===== src/rtl/pipe_pkg.sv =====
// rtl/pipe_pkg.sv - shared types and constants for pipeline stage registers
package pipe_pkg;

    typedef enum logic [1:0] {
        ST_EMPTY = 2'd0,
        ST_FULL  = 2'd1,
        ST_SKID  = 2'd2
    } stage_state_e;

    typedef struct packed {
        logic [31:0] pc;
        logic [31:0] instr;
    } if_id_payload_t;

    localparam logic [31:0]    NOP_INSTR = 32'h0000_0013;
    localparam logic [31:0]    NOP_PC    = 32'h0000_0000;
    localparam if_id_payload_t IF_ID_NOP = '{pc: NOP_PC, instr: NOP_INSTR};

    // State encoding is chosen so that it equals the number of held entries.
    function automatic logic [1:0] state_occupancy(stage_state_e s);
        return 2'(s);
    endfunction

endpackage


===== src/rtl/pipe_stage_skid_reg_if.sv =====
// rtl/pipe_stage_skid_reg_if.sv - upstream/downstream valid-ready handshake bundle
interface pipe_stage_skid_reg_if #(
    parameter int DATA_W = 64
);
    logic              in_valid;
    logic              in_ready;
    logic [DATA_W-1:0] in_data;
    logic              out_valid;
    logic              out_ready;
    logic [DATA_W-1:0] out_data;

    modport slave (
        input  in_valid, in_data, out_ready,
        output in_ready, out_valid, out_data
    );

    modport master (
        output in_valid, in_data, out_ready,
        input  in_ready, out_valid, out_data
    );
endinterface


===== src/rtl/sat_counter.sv =====
// rtl/sat_counter.sv - saturating up-counter with enable and synchronous clear
module sat_counter #(
    parameter int W = 16
) (
    input  logic         clk,
    input  logic         rst,
    input  logic         en,
    input  logic         clr,
    output logic [W-1:0] cnt
);
    logic [W-1:0] cnt_q;
    logic [W-1:0] cnt_d;

    always_comb begin
        cnt_d = cnt_q;
        if (clr) begin
            cnt_d = '0;
        end else if (en && (cnt_q != {W{1'b1}})) begin
            cnt_d = cnt_q + 1'b1;
        end
    end

    always_ff @(posedge clk or posedge rst) begin
        if (rst) begin
            cnt_q <= '0;
        end else begin
            cnt_q <= cnt_d;
        end
    end

    assign cnt = cnt_q;
endmodule


===== src/rtl/pipe_stage_skid_reg.sv =====
// rtl/pipe_stage_skid_reg.sv - valid/ready pipeline register with optional skid entry
module pipe_stage_skid_reg
    import pipe_pkg::*;
#(
    parameter int                DATA_W    = 64,
    parameter logic [DATA_W-1:0] NOP_VALUE = {DATA_W{1'b0}},
    parameter int                SKID_EN   = 1,
    parameter int                CNT_W     = 16
) (
    input  logic                  clk,
    input  logic                  rst,
    input  logic                  flush,
    input  logic                  freeze,
    pipe_stage_skid_reg_if.slave  bus,
    output logic [1:0]            occupancy,
    output logic [CNT_W-1:0]      stall_cnt
);
    stage_state_e      state_q, state_d;
    logic [DATA_W-1:0] main_q, main_d;
    logic [DATA_W-1:0] skid_q, skid_d;

    logic in_ready;
    logic out_valid;
    logic in_fire;
    logic out_fire;

    always_ff @(posedge clk or posedge rst) begin
        if (rst) begin
            state_q <= ST_EMPTY;
            main_q  <= NOP_VALUE;
            skid_q  <= NOP_VALUE;
        end else begin
            state_q <= state_d;
            main_q  <= main_d;
            skid_q  <= skid_d;
        end
    end

    // main_q is forced back to NOP_VALUE whenever the stage drains, so out_data
    // needs no output mux.
    always_comb begin
        state_d = state_q;
        main_d  = main_q;
        skid_d  = skid_q;
        if (flush) begin
            state_d = ST_EMPTY;
            main_d  = NOP_VALUE;
            skid_d  = NOP_VALUE;
        end else if (!freeze) begin
            case (state_q)
                ST_EMPTY: begin
                    if (in_fire) begin
                        state_d = ST_FULL;
                        main_d  = bus.in_data;
                    end
                end
                ST_FULL: begin
                    if (in_fire && out_fire) begin
                        main_d = bus.in_data;
                    end else if (in_fire) begin
                        state_d = ST_SKID;
                        skid_d  = bus.in_data;
                    end else if (out_fire) begin
                        state_d = ST_EMPTY;
                        main_d  = NOP_VALUE;
                    end
                end
                ST_SKID: begin
                    if (out_fire) begin
                        state_d = ST_FULL;
                        main_d  = skid_q;
                        skid_d  = NOP_VALUE;
                    end
                end
                default: begin
                    state_d = ST_EMPTY;
                    main_d  = NOP_VALUE;
                    skid_d  = NOP_VALUE;
                end
            endcase
        end
    end

    // With the skid entry, in_ready depends only on state and freeze, which
    // keeps out_ready off the upstream timing path.
    always_comb begin
        out_valid = (state_q != ST_EMPTY);
        if (freeze) begin
            in_ready = 1'b0;
        end else if (SKID_EN != 0) begin
            in_ready = (state_q != ST_SKID);
        end else begin
            in_ready = !out_valid || bus.out_ready;
        end
        in_fire  = bus.in_valid && in_ready;
        out_fire = out_valid && bus.out_ready && !freeze;
    end

    assign bus.in_ready  = in_ready;
    assign bus.out_valid = out_valid;
    assign bus.out_data  = main_q;
    assign occupancy     = state_occupancy(state_q);

    sat_counter #(
        .W (CNT_W)
    ) u_stall_cnt (
        .clk (clk),
        .rst (rst),
        .en  (out_valid && !bus.out_ready && !freeze),
        .clr (1'b0),
        .cnt (stall_cnt)
    );
endmodule


===== src/flat_wrapper.sv =====
// flat-port wrapper written by rule: the top's interface ports become plain ports
module pipe_stage_skid_reg_flat import pipe_pkg::*;
#(
    parameter int                DATA_W    = 64,
    parameter logic [DATA_W-1:0] NOP_VALUE = {DATA_W{1'b0}},
    parameter int                SKID_EN   = 1,
    parameter int                CNT_W     = 16
)
  (clk, rst, flush, freeze, occupancy, stall_cnt, bus_in_valid, bus_in_data, bus_out_ready, bus_in_ready, bus_out_valid, bus_out_data);
  pipe_stage_skid_reg_if #(.DATA_W(DATA_W)) bus_i ();
  input  logic clk;
  input  logic rst;
  input  logic flush;
  input  logic freeze;
  output logic [1:0] occupancy;
  output logic [CNT_W-1:0] stall_cnt;
  input wire logic [$bits(bus_i.in_valid)-1:0] bus_in_valid;
  input wire logic [$bits(bus_i.in_data)-1:0] bus_in_data;
  input wire logic [$bits(bus_i.out_ready)-1:0] bus_out_ready;
  output wire logic [$bits(bus_i.in_ready)-1:0] bus_in_ready;
  output wire logic [$bits(bus_i.out_valid)-1:0] bus_out_valid;
  output wire logic [$bits(bus_i.out_data)-1:0] bus_out_data;
  assign bus_i.in_valid = bus_in_valid;
  assign bus_i.in_data = bus_in_data;
  assign bus_i.out_ready = bus_out_ready;
  assign bus_in_ready = bus_i.in_ready;
  assign bus_out_valid = bus_i.out_valid;
  assign bus_out_data = bus_i.out_data;
  pipe_stage_skid_reg #(.DATA_W(DATA_W), .NOP_VALUE(NOP_VALUE), .SKID_EN(SKID_EN), .CNT_W(CNT_W)) u_core (.clk(clk), .rst(rst), .flush(flush), .freeze(freeze), .bus(bus_i), .occupancy(occupancy), .stall_cnt(stall_cnt));
endmodule

===== config.mk =====
export PLATFORM = sky130hd
export DESIGN_NAME = pipe_stage_skid_reg_flat
export DESIGN_NICKNAME = d
export VERILOG_FILES = /design/src/rtl/pipe_pkg.sv /design/src/rtl/pipe_stage_skid_reg_if.sv /design/src/rtl/sat_counter.sv /design/src/rtl/pipe_stage_skid_reg.sv /design/src/flat_wrapper.sv
export SDC_FILE = /design/constraint.sdc
export NUM_CORES = 1
export LEC_CHECK = 0
export CAP_MARGIN = 40
export CORE_ASPECT_RATIO = 1.25
export CORE_MARGIN = 2
export CORE_UTILIZATION = 52
export CTS_CLUSTER_SIZE = 12
export DETAILED_ROUTE_END_ITERATION = 8
export PLACE_DENSITY = 0.8
export SLEW_MARGIN = 10
export SYNTH_ARGS = -nofsm -noshare
export SYNTH_HDL_FRONTEND = slang
export SYNTH_HIERARCHICAL = 1
export SYNTH_SLANG_ARGS = --single-unit

===== constraint.sdc =====
create_clock -name clk -period 5.8 [get_ports clk]
set_input_delay 1.16 -clock clk [delete_from_list [all_inputs] [get_ports clk]]
set_output_delay 1.16 -clock clk [all_outputs]
set_load 0.03 [all_outputs]

; Word level (Yosys, flattened, before mapping)
; Cells that the tools add are included.
[op_classes]
muxes = 21
n_eq_ne = 13
reduce_logical = 14
addsub = 1
[op_table]
columns = operator, count
row1 = $mux 64, 10
row2 = $pmux 64 s3, 2
row3 = $add 16x1->16 const B, 1
row4 = $ne 16x16->1 const B, 1
row5 = $reduce_and 5->1, 3
row6 = $mux 2, 7
row7 = $ne 3x2->1 const B, 3
row8 = $ne 4x2->1 const B, 2
row9 = $logic_and 1x1->1, 7
row10 = $ne 2x2->1 const B, 3
row11 = $pmux 2 s3, 1
row12 = $ne 4x4->1 const B, 1
row13 = $ne 3x3->1 const B, 1
row14 = $eq 2x1->1 const B, 1
row15 = $eq 2x2->1 const B, 1
row16 = $logic_not 1->1, 2
row17 = $logic_not 2->1, 1
row18 = $reduce_bool 2->1, 1
row19 = $mux 1, 1
[totals]
elab_cells = 53
out_inout_bits = 84
inputBits = 70
register_bits = 146

; Longest topological paths before layout
; Gate-level depths: netlist of run 1.
[logic_depth]
word_depth = 9
depth_mapped = 10

; Cells and area by module
; Netlist of run 1, hierarchy kept.
[by_module_without_submodules]
columns = mod, area_per_inst_um2, n_inst, cells_per_inst, seq_area_each_um2
row1 = pipe_stage_skid_reg, 6897.9, 1, 576, 3253.1
row2 = sat_counter, 932.1, 1, 101, 400.4

; Least setup slack after synthesis of run 1
; OpenSTA, ideal clock, no wires.
[synth_path]
path_kind = input to output
from = in freeze
to = out bus_in_ready
arrival_time_ns = 1.740
stages = 2
path_slack_ns = 2.900
cell_sequence = buf_2 nor2_1
[synth_between]
elab_chain_len = 1
[synth_rtl]
columns = item, line
row1 = from (decl), flat_wrapper.sv:14  ; input logic freeze;
row2 = $mux 1, pipe_stage_skid_reg.sv:88  ; if (freeze) begin
row3 = to (decl), flat_wrapper.sv:20  ; output wire logic [$bits(bus_i.in_ready)-1:0] bus_in_ready;
; No other way between the ends.

; Worst setup path in the final report of run 1
; Ends and elaborated chain as after synthesis.

==> qor.txt, run 1 <==
status: complete, no violations
Worst setup EP type: output port
Fin Clk Skew: 11.5 ps
TritonCTS Buffers: 17
CP arrival: 2770 ps
worst path required time: 4640 ps
worst path cell trace: clkdlybuf4s50_1 -> nor2_1 -> clkdlybuf4s50_1
Core Area: 0.0148 mm^2
Compound-Gate Fraction of Synth Area: 16.0%
ANT nets after route: 0
iteration count of the initial detailed-routing pass: 5
Clk Latency, worst-skew pair: 420 ps
Max Slew Vio Count: 0
reg-to-reg setup timing slack: 2210 ps
crit path buf inv count: 2
H-Tree Depth: 4
top_reg_cell synth: dfrtp_1
CTS tree: built
Cell Pwr Density: 285 mW/mm^2
Synth Area in Adders: 0.160%
Worst slew margin: 38.4%
routed vias/inst: 6.11
area delta synth->final: 28.3%
GRT Util Overall: 25.4%
synthesized netlist net count: 748
clk buf depth: 2
Initial DRC Count: 519
Final Cycle Share: 67.8%
Synth Area in XOR/XNOR: 0.112%
CP startpoint kind: input pin
slowest CP cell: clkdlybuf4s50_1
Post-CTS Setup Inserts: 0
hold_buf cts: 0
starting density of the core: 52.8%
Yosys cell types: 49
largest net degree at the start of global routing: 69
peak per-stage delay on the critical path: 700 ps
Die Width: 114 um
Synth top area share: 46.7%
dominant cell type by area after synthesis: dfrtp_1
post-synthesis simple-gate area fraction: 13.2%
actual slew at the worst max-slew pin: 923 ps
DRC violations left: 0
CP max FO: 10
Top delay family on crit path: buffers and inverters
largest family of logic cells by synthesized area: multiplexers
Most common cell on crit path: clkdlybuf4s50_1
Post-synth top cells: dfrtp_1 (146), mux2_2 (99), nor2_1 (74)
via count: 6062
initial antenna violation count: 0
Pwr Total: 2.86 mW
final core occ: 67.7%
area of the multi-input gates: 0.00380 mm^2
die extent in y: 141 um
Seq. cell area: 0.00366 mm^2
total negative slack: 0 ps
number of buffers added on ports: 153
WL per Instance: 20.1 um
nets@finish: 869
Max-Cap Viols: 0
first-pass GRT wire length: 32400 um
clk root buf: clkbuf_16
vias in the first global route: 6223
Cell Count, Final, Fillers Out: 992
RSZ-0062 raised after global routing: no
post-route minimum period: 3930 ps
Placed Instances: 960
Mapped Avg Cell Area: 11.6 um^2
clk sink count: 146
share of cells above drive strength 1: 22.3%
post-CTS sizing: 0
Max Clk Rate: 254 MHz
Post-synth EDFFs: 0
Seq/Total Area, Yosys: 46.7%
WS Path Type: input pin to output port
DRT Wirelength: 19900 um
leakage power: 4.44 nW
Seq cells post-synth: 146
row count: 50
Final Hold Viols: 0
Area contributors post-synth: dfrtp_1 (47%), mux2_2 (14%), a221oi_2 (5.6%)
IO Count: 154
clk slew on worst S/H paths: 60 ps
post-synthesis instance total: 677
synthesized area: 0.00783 mm^2
count leader, synth: dfrtp_1
Setup Viol. Count Final: 0
Post-synth ARST share: 100%
diode count: 0
multiplexer area fraction after synthesis: 18.5%
post-DP HPWL: 12800 um
die area: 0.0161 mm^2
yosys warns: 6
Final GP Congestion: 0.843
fill cell count: 1120
total grt overflow: 0
peak supply drop: 171 uV
HP Class: register to register
## area by class of cell
class                      count  area share, %
tap                          182           2.27
clock buffer                  21           4.39
clock inverter                10           1.61
multi-input combinational    460           37.8
sequential                   146           36.4
timing repair buffer         165           17.1
inverter                       8          0.324
## metal layers
metal / track usage (%) / up-vias / part of all wire (%)
met5: 0 / - / 0
met4: 8.54 / 0 / 2.2
met3: 5.55 / 32 / 5.2
met2: 43.1 / 193 / 51
met1: 32.4 / 3050 / 42
li1: - / 2787 / -
## stage by stage
| stage | setup slack (ps) | hold slack, ps | cell area (um^2) |
|---|---|---|---|
| 2_1_floorplan | 1170 | 474 | 7830 |
| 3_3_place_gp | 1590 | 482 | 9290 |
| 3_5_place_dp | 1490 | 488 | 9410 |
| 4_1_cts | 1890 | 501 | 10000 |
| 5_1_grt | 1840 | 515 | 10000 |
| 6_report | 1870 | 500 | 10000 |
## kinds of logic (layout without fill, tap and decap cells)
logic type,after synthesis,after routing
and+or+nand+nor,193,193
DFF,146,146
AOI/OAI and AO/OA,132,132
muxes,132,132
buffers and inverters,71,204
adders and majority gates,1,1
other,1,1
xor gates and xnor gates,1,1
## cells in the final DEF, fill, tap and decap left out, drive strengths merged, types with 8 or more instances in the layout
master	synthesis	final
clkdlybuf4s50	0	153
dfrtp	146	146
mux2	99	99
nor2	74	74
and3	65	65
mux2i	33	33
a22o	33	33
a221oi	33	33
o2bb2ai	32	32
clkbuf	18	21
a21oi	15	15
buf	44	12
inv	8	8
or4	8	8
## worst paths after layout
path / start / end / depth (start not counted)
hold reg to reg: u_core/skid_q[49]$_DFFE_PP0P_ / u_core/skid_q[49]$_DFFE_PP0P_ / 1
setup / recovery: freeze / bus_in_ready / 3
min in group asynchronous: rst / u_core/bus.out_data[7]$_DFFE_PP0P_ / 2
max in group asynchronous: rst / u_core/skid_q[23]$_DFFE_PP0P_ / 3
setup reg to reg: u_core/occupancy[0]$_DFFE_PP0P_ / u_core/u_stall_cnt/cnt[13]$_DFFE_PP0P_ / 6
hold / removal: u_core/skid_q[49]$_DFFE_PP0P_ / u_core/skid_q[49]$_DFFE_PP0P_ / 1
## power breakdown
part | total (mW) | switching [mW] | internal [mW]
Clock | 1.13 | 0.413 | 0.717
Sequential | 1.15 | 0.0545 | 1.09
Combinational | 0.584 | 0.327 | 0.257
## registers in the layout, indices dropped and copies added, names as in the netlist
name and count:
u_core/u_stall_cnt/cnt 16, u_core/occupancy 2, u_core/bus.out_data 64, u_core/skid_q 64
No activity file was read; power rests on OpenSTA's default activity.
==> run 2: changes to the inputs <==
==> constraint.sdc (replaced) <==
create_clock -name clk -period 4 [get_ports clk]
set_input_delay 0.8 -clock clk [delete_from_list [all_inputs] [get_ports clk]]
set_output_delay 0.8 -clock clk [all_outputs]
set_load 0.03 [all_outputs]
==> run 2 against run 1 <==
Net effect: combinational power grew 47%; sequential cell count is the same; clock-buffer cell count shrank 1; first-iteration DRC count shrank 1.3%; global-route usage grew 0.46 points; total power grew 48%; largest cell class unchanged; largest power group is now clock.
==> qor.txt, run 2 (synthesis gave the netlist of run 1 again) <==
Clk Latency, worst-skew pair: 430 ps (was 420 ps)
commonest non-fill, non-tap cell in the layout: clkdlybuf4s50_1 (unchanged)
actual slew at the worst max-slew pin: 705 ps (was 923 ps)
CTS tree: built (unchanged)
Die Width: 114 um (unchanged)
met2 WL post-DR: 10400 um (was 10200 um)
worst path cell trace: nor2b_1 -> nor2_1 -> clkdlybuf4s50_1 (was clkdlybuf4s50_1 -> nor2_1 -> clkdlybuf4s50_1)
WS Path Type: register to output port (was input pin to output port)
hold_buf cts: 0 (unchanged)
status: complete, no violations (unchanged)
die extent in y: 141 um (unchanged)
TritonCTS Buffers: 17 (unchanged)
DP Area: 0.00943 mm^2 (was 0.00941 mm^2)
CP max FO: 45 (was 10)
DRT Wirelength: 20500 um (was 19900 um)
IO Count: 154 (unchanged)
Hold Path Cell Cnt: 1 (unchanged)
peak per-stage delay on the critical path: 890 ps (was 700 ps)
largest net degree at the start of global routing: 68 (was 69)
routed vias/inst: 6.25 (was 6.11)
die area: 0.0161 mm^2 (unchanged)
Max-Cap Viols: 0 (unchanged)
initial antenna violation count: 1 (was 0)
via count: 6252 (was 6062)
clk sink count: 146 (unchanged)
area delta synth->final: 28.4% (was 28.3%)
clk root buf: clkbuf_16 (unchanged)
Top delay family on crit path: flip-flops (was buffers and inverters)
Final Hold Viols: 0 (unchanged)
post-CTS sizing: 0 (unchanged)
Cell Pwr Density: 420 mW/mm^2 (was 285 mW/mm^2)
worst hold endpoint: u_core/bus.out_data[6]$_DFFE_PP0P_ (was u_core/skid_q[49]$_DFFE_PP0P_)
nets@finish: 877 (was 869)
reg-to-reg setup timing slack: 1110 ps (was 2210 ps)
RSZ-0062 raised after global routing: no (unchanged)
highest metal used: met5 (was met4)
WL per Instance: 20.5 um (was 20.1 um)
Worst setup EP type: output port (unchanged)
CP arrival: 2350 ps (was 2770 ps)
starting density of the core: 52.8% (unchanged)
Register-to-Register Path Depth: 7 (was 6)
GRT Util Overall: 25.9% (was 25.4%)
total negative slack: 0 ps (unchanged)
leading cell types in the layout, fill and taps excluded: clkdlybuf4s50_1 (153), dfrtp_1 (144), mux2_2 (99) (unchanged)
Worst Hold Launch: u_core/bus.out_data[6]$_DFFE_PP0P_ (was u_core/skid_q[49]$_DFFE_PP0P_)
Initial DRC Count: 512 (was 519)
diode count: 0 (unchanged)
total grt overflow: 0 (unchanged)
iteration count of the initial detailed-routing pass: 5 (unchanged)
Max Clk Rate: 317 MHz
crit path buf inv count: 1 (was 2)
final core occ: 67.8% (was 67.7%)
first-pass GRT wire length: 32900 um (was 32400 um)
Crit. Startpoint: u_core/occupancy[1]$_DFFE_PP0P_ (was freeze)
worst r2r src: u_core/occupancy[1]$_DFFE_PP0P_ (was u_core/occupancy[0]$_DFFE_PP0P_)
Worst slew margin: 53.0% (was 38.4%)
H-Tree Depth: 4 (unchanged)
share of cells above drive strength 1: 23.3% (was 22.3%)
worst path required time: 3200 ps (was 4640 ps)
Final GP Congestion: 0.895 (was 0.843)
wire length on met1: 8430 um (was 8320 um)
fin area: 0.0101 mm^2 (was 0.0100 mm^2)
Setup Viol. Count Final: 0 (unchanged)
Core Area: 0.0148 mm^2 (unchanged)
clk buf depth: 2 (unchanged)
slowest CP cell: dfrtp_4 (was clkdlybuf4s50_1)
Final Cycle Share: 78.8%
Pwr Total: 4.22 mW (was 2.86 mW)
HP Class: register to register (unchanged)
Post-CTS Setup Inserts: 0 (unchanged)
number of buffers added on ports: 153 (unchanged)
leakage power: 4.47 nW (was 4.44 nW)
vias in the first global route: 6488 (was 6223)
ANT nets after route: 0 (unchanged)
clk slew on worst S/H paths: 60 ps (about the same)
Fin Clk Skew: 9.40 ps (was 11.5 ps)
DRC violations left: 0 (unchanged)
WL met3: 1160 um (was 1030 um)
R2R Path End: u_core/u_stall_cnt/cnt[13]$_DFFE_PP0P_ (unchanged)
peak supply drop: 222 uV (was 171 uV)
row count: 50 (unchanged)
CP startpoint kind: register (was input pin)
post-DP HPWL: 13500 um (was 12800 um)
post-route minimum period: 3150 ps
Max Slew Vio Count: 0 (unchanged)
## run 2: changes by cell type in the layout (fill, tap and decap cells not counted), moves of 2 or more
cell and delta:
buf_4 +12, buf_16 -3, clkinv_2 +3, clkinv_4 -3
buf_8 -2, clkinvlp_4 +2
## run 2: worst max-delay path by stage
stage / depth (start not counted) / slack (ps) / endpoint
after global placement: 7 / 780 / u_core/u_stall_cnt/cnt[13]$_DFFE_PP0P_
after floorplan: 10 / 1270 / u_core/u_stall_cnt/cnt[13]$_DFFE_PP0P_
after CTS: 3 / 850 / bus_in_ready
final: 3 / 850 / bus_in_ready
after global routing: 3 / 760 / bus_in_ready
after detailed placement: 7 / 710 / u_core/u_stall_cnt/cnt[13]$_DFFE_PP0P_
## run 2: final cells by class
type | count | area, um^2
Clock buffer | 20 | 437
Clock inverter | 12 | 188
Fill cell | 1104 | 4770
Inverter | 8 | 33.8
Multi-Input combinational cell | 460 | 3790
Sequential cell | 146 | 3660
Tap cell | 182 | 228
Timing Repair Buffer | 173 | 1720
## run 2: metrics by stage
stage          hold WS, ps  setup slack, ps  cells
3_3_place_gp           482              779    968
6_report               501              847   1001
3_5_place_dp           490              711    969
5_1_grt                521              762   1001
2_1_floorplan          474             1270    677
4_1_cts                505              850   1001
## run 2: report_power, final
group / switching, mW / internal (mW)
Sequential: 0.0712 / 1.58
Combinational: 0.486 / 0.370
Clock: 0.610 / 1.10
Total: 1.17 / 3.05
## run 2: layer usage
layer / global-route usage (%) / up-vias
met5: 0 / -
met4: 9.24 / 2
met3: 6.15 / 34
met2: 44.1 / 246
met1: 32.2 / 3151
li1: - / 2819
==> run 3: changes to the inputs <==
--- a/config.mk
+++ b/config.mk
@@ -8,10 +8,10 @@
 export CAP_MARGIN = 40
 export CORE_ASPECT_RATIO = 1.25
 export CORE_MARGIN = 2
-export CORE_UTILIZATION = 52
+export CORE_UTILIZATION = 47
 export CTS_CLUSTER_SIZE = 12
 export DETAILED_ROUTE_END_ITERATION = 8
-export PLACE_DENSITY = 0.8
+export PLACE_DENSITY = 0.77
 export SLEW_MARGIN = 10
 export SYNTH_ARGS = -nofsm -noshare
 export SYNTH_HDL_FRONTEND = slang
==> constraint.sdc (replaced) <==
create_clock -name clk -period 2.8 [get_ports clk]
set_input_delay 0.56 -clock clk [delete_from_list [all_inputs] [get_ports clk]]
set_output_delay 0.56 -clock clk [all_outputs]
set_load 0.03 [all_outputs]
==> run 3 against run 2 <==
Net effect: via count down 1.7%; wire length decreased by 0.16%; sequential share of layout area down 0.19 points; non-clock buffer count increased by 5; register-to-register slack lost 570 ps; cell count grew 3.8%; global-route usage fell by 2.0 points; sequential power up 43%.
==> qor.txt, run 3 (synthesis gave the netlist of run 1 again) <==
Final WS setup: 276 ps (was 847 ps)
reg-to-reg setup timing slack: 540 ps (was 1110 ps)
ANT nets after route: 0 (unchanged)
iteration count of the initial detailed-routing pass: 4 (was 5)
worst r2r src: u_core/occupancy[0]$_DFFE_PP0P_ (was u_core/occupancy[1]$_DFFE_PP0P_)
worst path required time: 2240 ps (was 3200 ps)
total grt overflow: 0 (unchanged)
Setup Viol. Count Final: 0 (unchanged)
post-route minimum period: 2520 ps
first-pass GRT wire length: 33500 um (was 32900 um)
Fin Clk Skew: 4.87 ps (was 9.40 ps)
total negative slack: 0 ps (unchanged)
leading cell types in the layout, fill and taps excluded: clkdlybuf4s50_1 (152), dfrtp_1 (145), mux2_2 (99) (was clkdlybuf4s50_1 (153), dfrtp_1 (144), mux2_2 (99))
peak supply drop: 348 uV (was 222 uV)
Final Hold Viols: 0 (unchanged)
Max Clk Rate: 396 MHz
number of buffers added on ports: 153 (unchanged)
Worst Hold Launch: u_core/bus.out_data[23]$_DFFE_PP0P_ (was u_core/bus.out_data[6]$_DFFE_PP0P_)
DRT Wirelength: 20500 um (about the same)
CTS tree: built (unchanged)
worst hold endpoint: u_core/bus.out_data[23]$_DFFE_PP0P_ (was u_core/bus.out_data[6]$_DFFE_PP0P_)
Final GP Congestion: 0.934 (was 0.895)
RSZ-0062 raised after global routing: no (unchanged)
Post-CTS Setup Inserts: 0 (unchanged)
Crit. Startpoint: u_core/occupancy[1]$_DFFE_PP0P_ (unchanged)
Die Width: 119 um (was 114 um)
area delta synth->final: 29.0% (was 28.4%)
Seq. cell area: 0.00366 mm^2 (about the same)
final core occ: 62.1% (was 67.8%)
Final Cycle Share: 90.1%
fin area: 0.0101 mm^2 (about the same)
TritonCTS Buffers: 17 (unchanged)
vias in the first global route: 6596 (was 6488)
Placed Instances: 1008 (was 969)
CP arrival: 1960 ps (was 2350 ps)
clk sink count: 146 (unchanged)
nets@finish: 882 (was 877)
IO Count: 154 (unchanged)
HP Class: register to register (unchanged)
clk slew on worst S/H paths: 60 ps (about the same)
DP Area: 0.00953 mm^2 (was 0.00943 mm^2)
Max-Cap Viols: 0 (unchanged)
die area: 0.0177 mm^2 (was 0.0161 mm^2)
largest net degree at the start of global routing: 65 (was 68)
commonest non-fill, non-tap cell in the layout: clkdlybuf4s50_1 (unchanged)
status: complete, no violations (unchanged)
starting density of the core: 48.1% (was 52.8%)
Clk Latency, worst-skew pair: 420 ps (was 430 ps)
clk buf depth: 2 (unchanged)
post-DP HPWL: 13300 um (was 13500 um)
Worst setup EP type: output port (unchanged)
CP startpoint kind: register (unchanged)
leakage power: 4.47 nW (about the same)
fill cell count: 1318 (was 1104)
R2R Path End: u_core/u_stall_cnt/cnt[13]$_DFFE_PP0P_ (unchanged)
H-Tree Depth: 4 (unchanged)
clk root buf: clkbuf_16 (unchanged)
Initial DRC Count: 462 (was 512)
WS Path Type: register to output port (unchanged)
Cell Pwr Density: 577 mW/mm^2 (was 420 mW/mm^2)
die extent in y: 148 um (was 141 um)
Max Slew Vio Count: 0 (unchanged)
CP max FO: 36 (was 45)
post-CTS sizing: 0 (unchanged)
Pwr Total: 5.83 mW (was 4.22 mW)
initial antenna violation count: 0 (was 1)
diode count: 0 (unchanged)
share of cells above drive strength 1: 23.5% (was 23.3%)
via count: 6146 (was 6252)
Worst slew margin: 56.8% (was 53.0%)
Core Area: 0.0163 mm^2 (was 0.0148 mm^2)
Register-to-Register Path Depth: 6 (was 7)
WL per Instance: 19.7 um (was 20.5 um)
row count: 52 (was 50)
actual slew at the worst max-slew pin: 642 ps (was 705 ps)
area of the multi-input gates: 0.00380 mm^2 (was 0.00379 mm^2)
Fin Hold WS: 503 ps (was 501 ps)
Setup WS pre-CTS: 190 ps (was 711 ps)
DRC violations left: 0 (unchanged)
hold_buf cts: 0 (unchanged)
GRT Util Overall: 23.9% (was 25.9%)
Cell Count, Final, Fillers Out: 1039 (was 1001)
Hold Path Cell Cnt: 1 (unchanged)
routed vias/inst: 5.92 (was 6.25)
run 3: cell count changes in the layout (fill, tap and decap cells not counted):
cell             delta
buf_4               +5
clkbuf_8            +4
bufinv_16           -3
clkinv_2            -3
clkbuf_1            +2
a221o_2             -1
a221o_4             +1
buf_12              +1
clkdlybuf4s50_1     -1
clkinvlp_4          -1
dfrtp_1             +1
dfrtp_2             -1
run 3: worst max path at each step:
stage          slack (ps)                                     end
2_1_floorplan          70  u_core/u_stall_cnt/cnt[13]$_DFFE_PP0P_
3_3_place_gp          270  u_core/u_stall_cnt/cnt[13]$_DFFE_PP0P_
3_5_place_dp          190     u_core/bus.out_data[41]$_DFFE_PP0P_
5_1_grt               180                            bus_in_ready
6_report              280                            bus_in_ready
4_1_cts               240                            bus_in_ready
run 3: metal layers:
metal	GRT usage (%)	part of all wire [%]	vias to the layer above
met2	42.1	52	184
met3	5.71	5.5	23
met1	28.8	41	3126
met4	7.65	1.4	0
li1	-	-	2813
met5	0	0	-
run 3: cell type report:
| cell class | count | area share [%] |
|---|---|---|
| tap | 216 | 2.68 |
| multi-input combinational | 460 | 37.6 |
| clock buffer | 26 | 4.94 |
| inverter | 8 | 0.334 |
| sequential | 146 | 36.2 |
| timing repair buffer | 178 | 17.5 |
| clock inverter | 5 | 0.743 |
run 3: worst max-delay path, cell delays in order, from the launching register on:
cell and delay, ps:
dfrtp_4 480, buf_4 520, nor2b_1 300, nor2_1 60
buf_4 170
run 3: power breakdown:
| group | total (mW) | switching [mW] | leakage, nW | internal, mW |
|---|---|---|---|---|
| combinational | 1.24 | 0.702 | 2.24 | 0.534 |
| sequential | 2.36 | 0.0952 | 1.95 | 2.26 |
| clock | 2.24 | 0.838 | 0.284 | 1.40 |
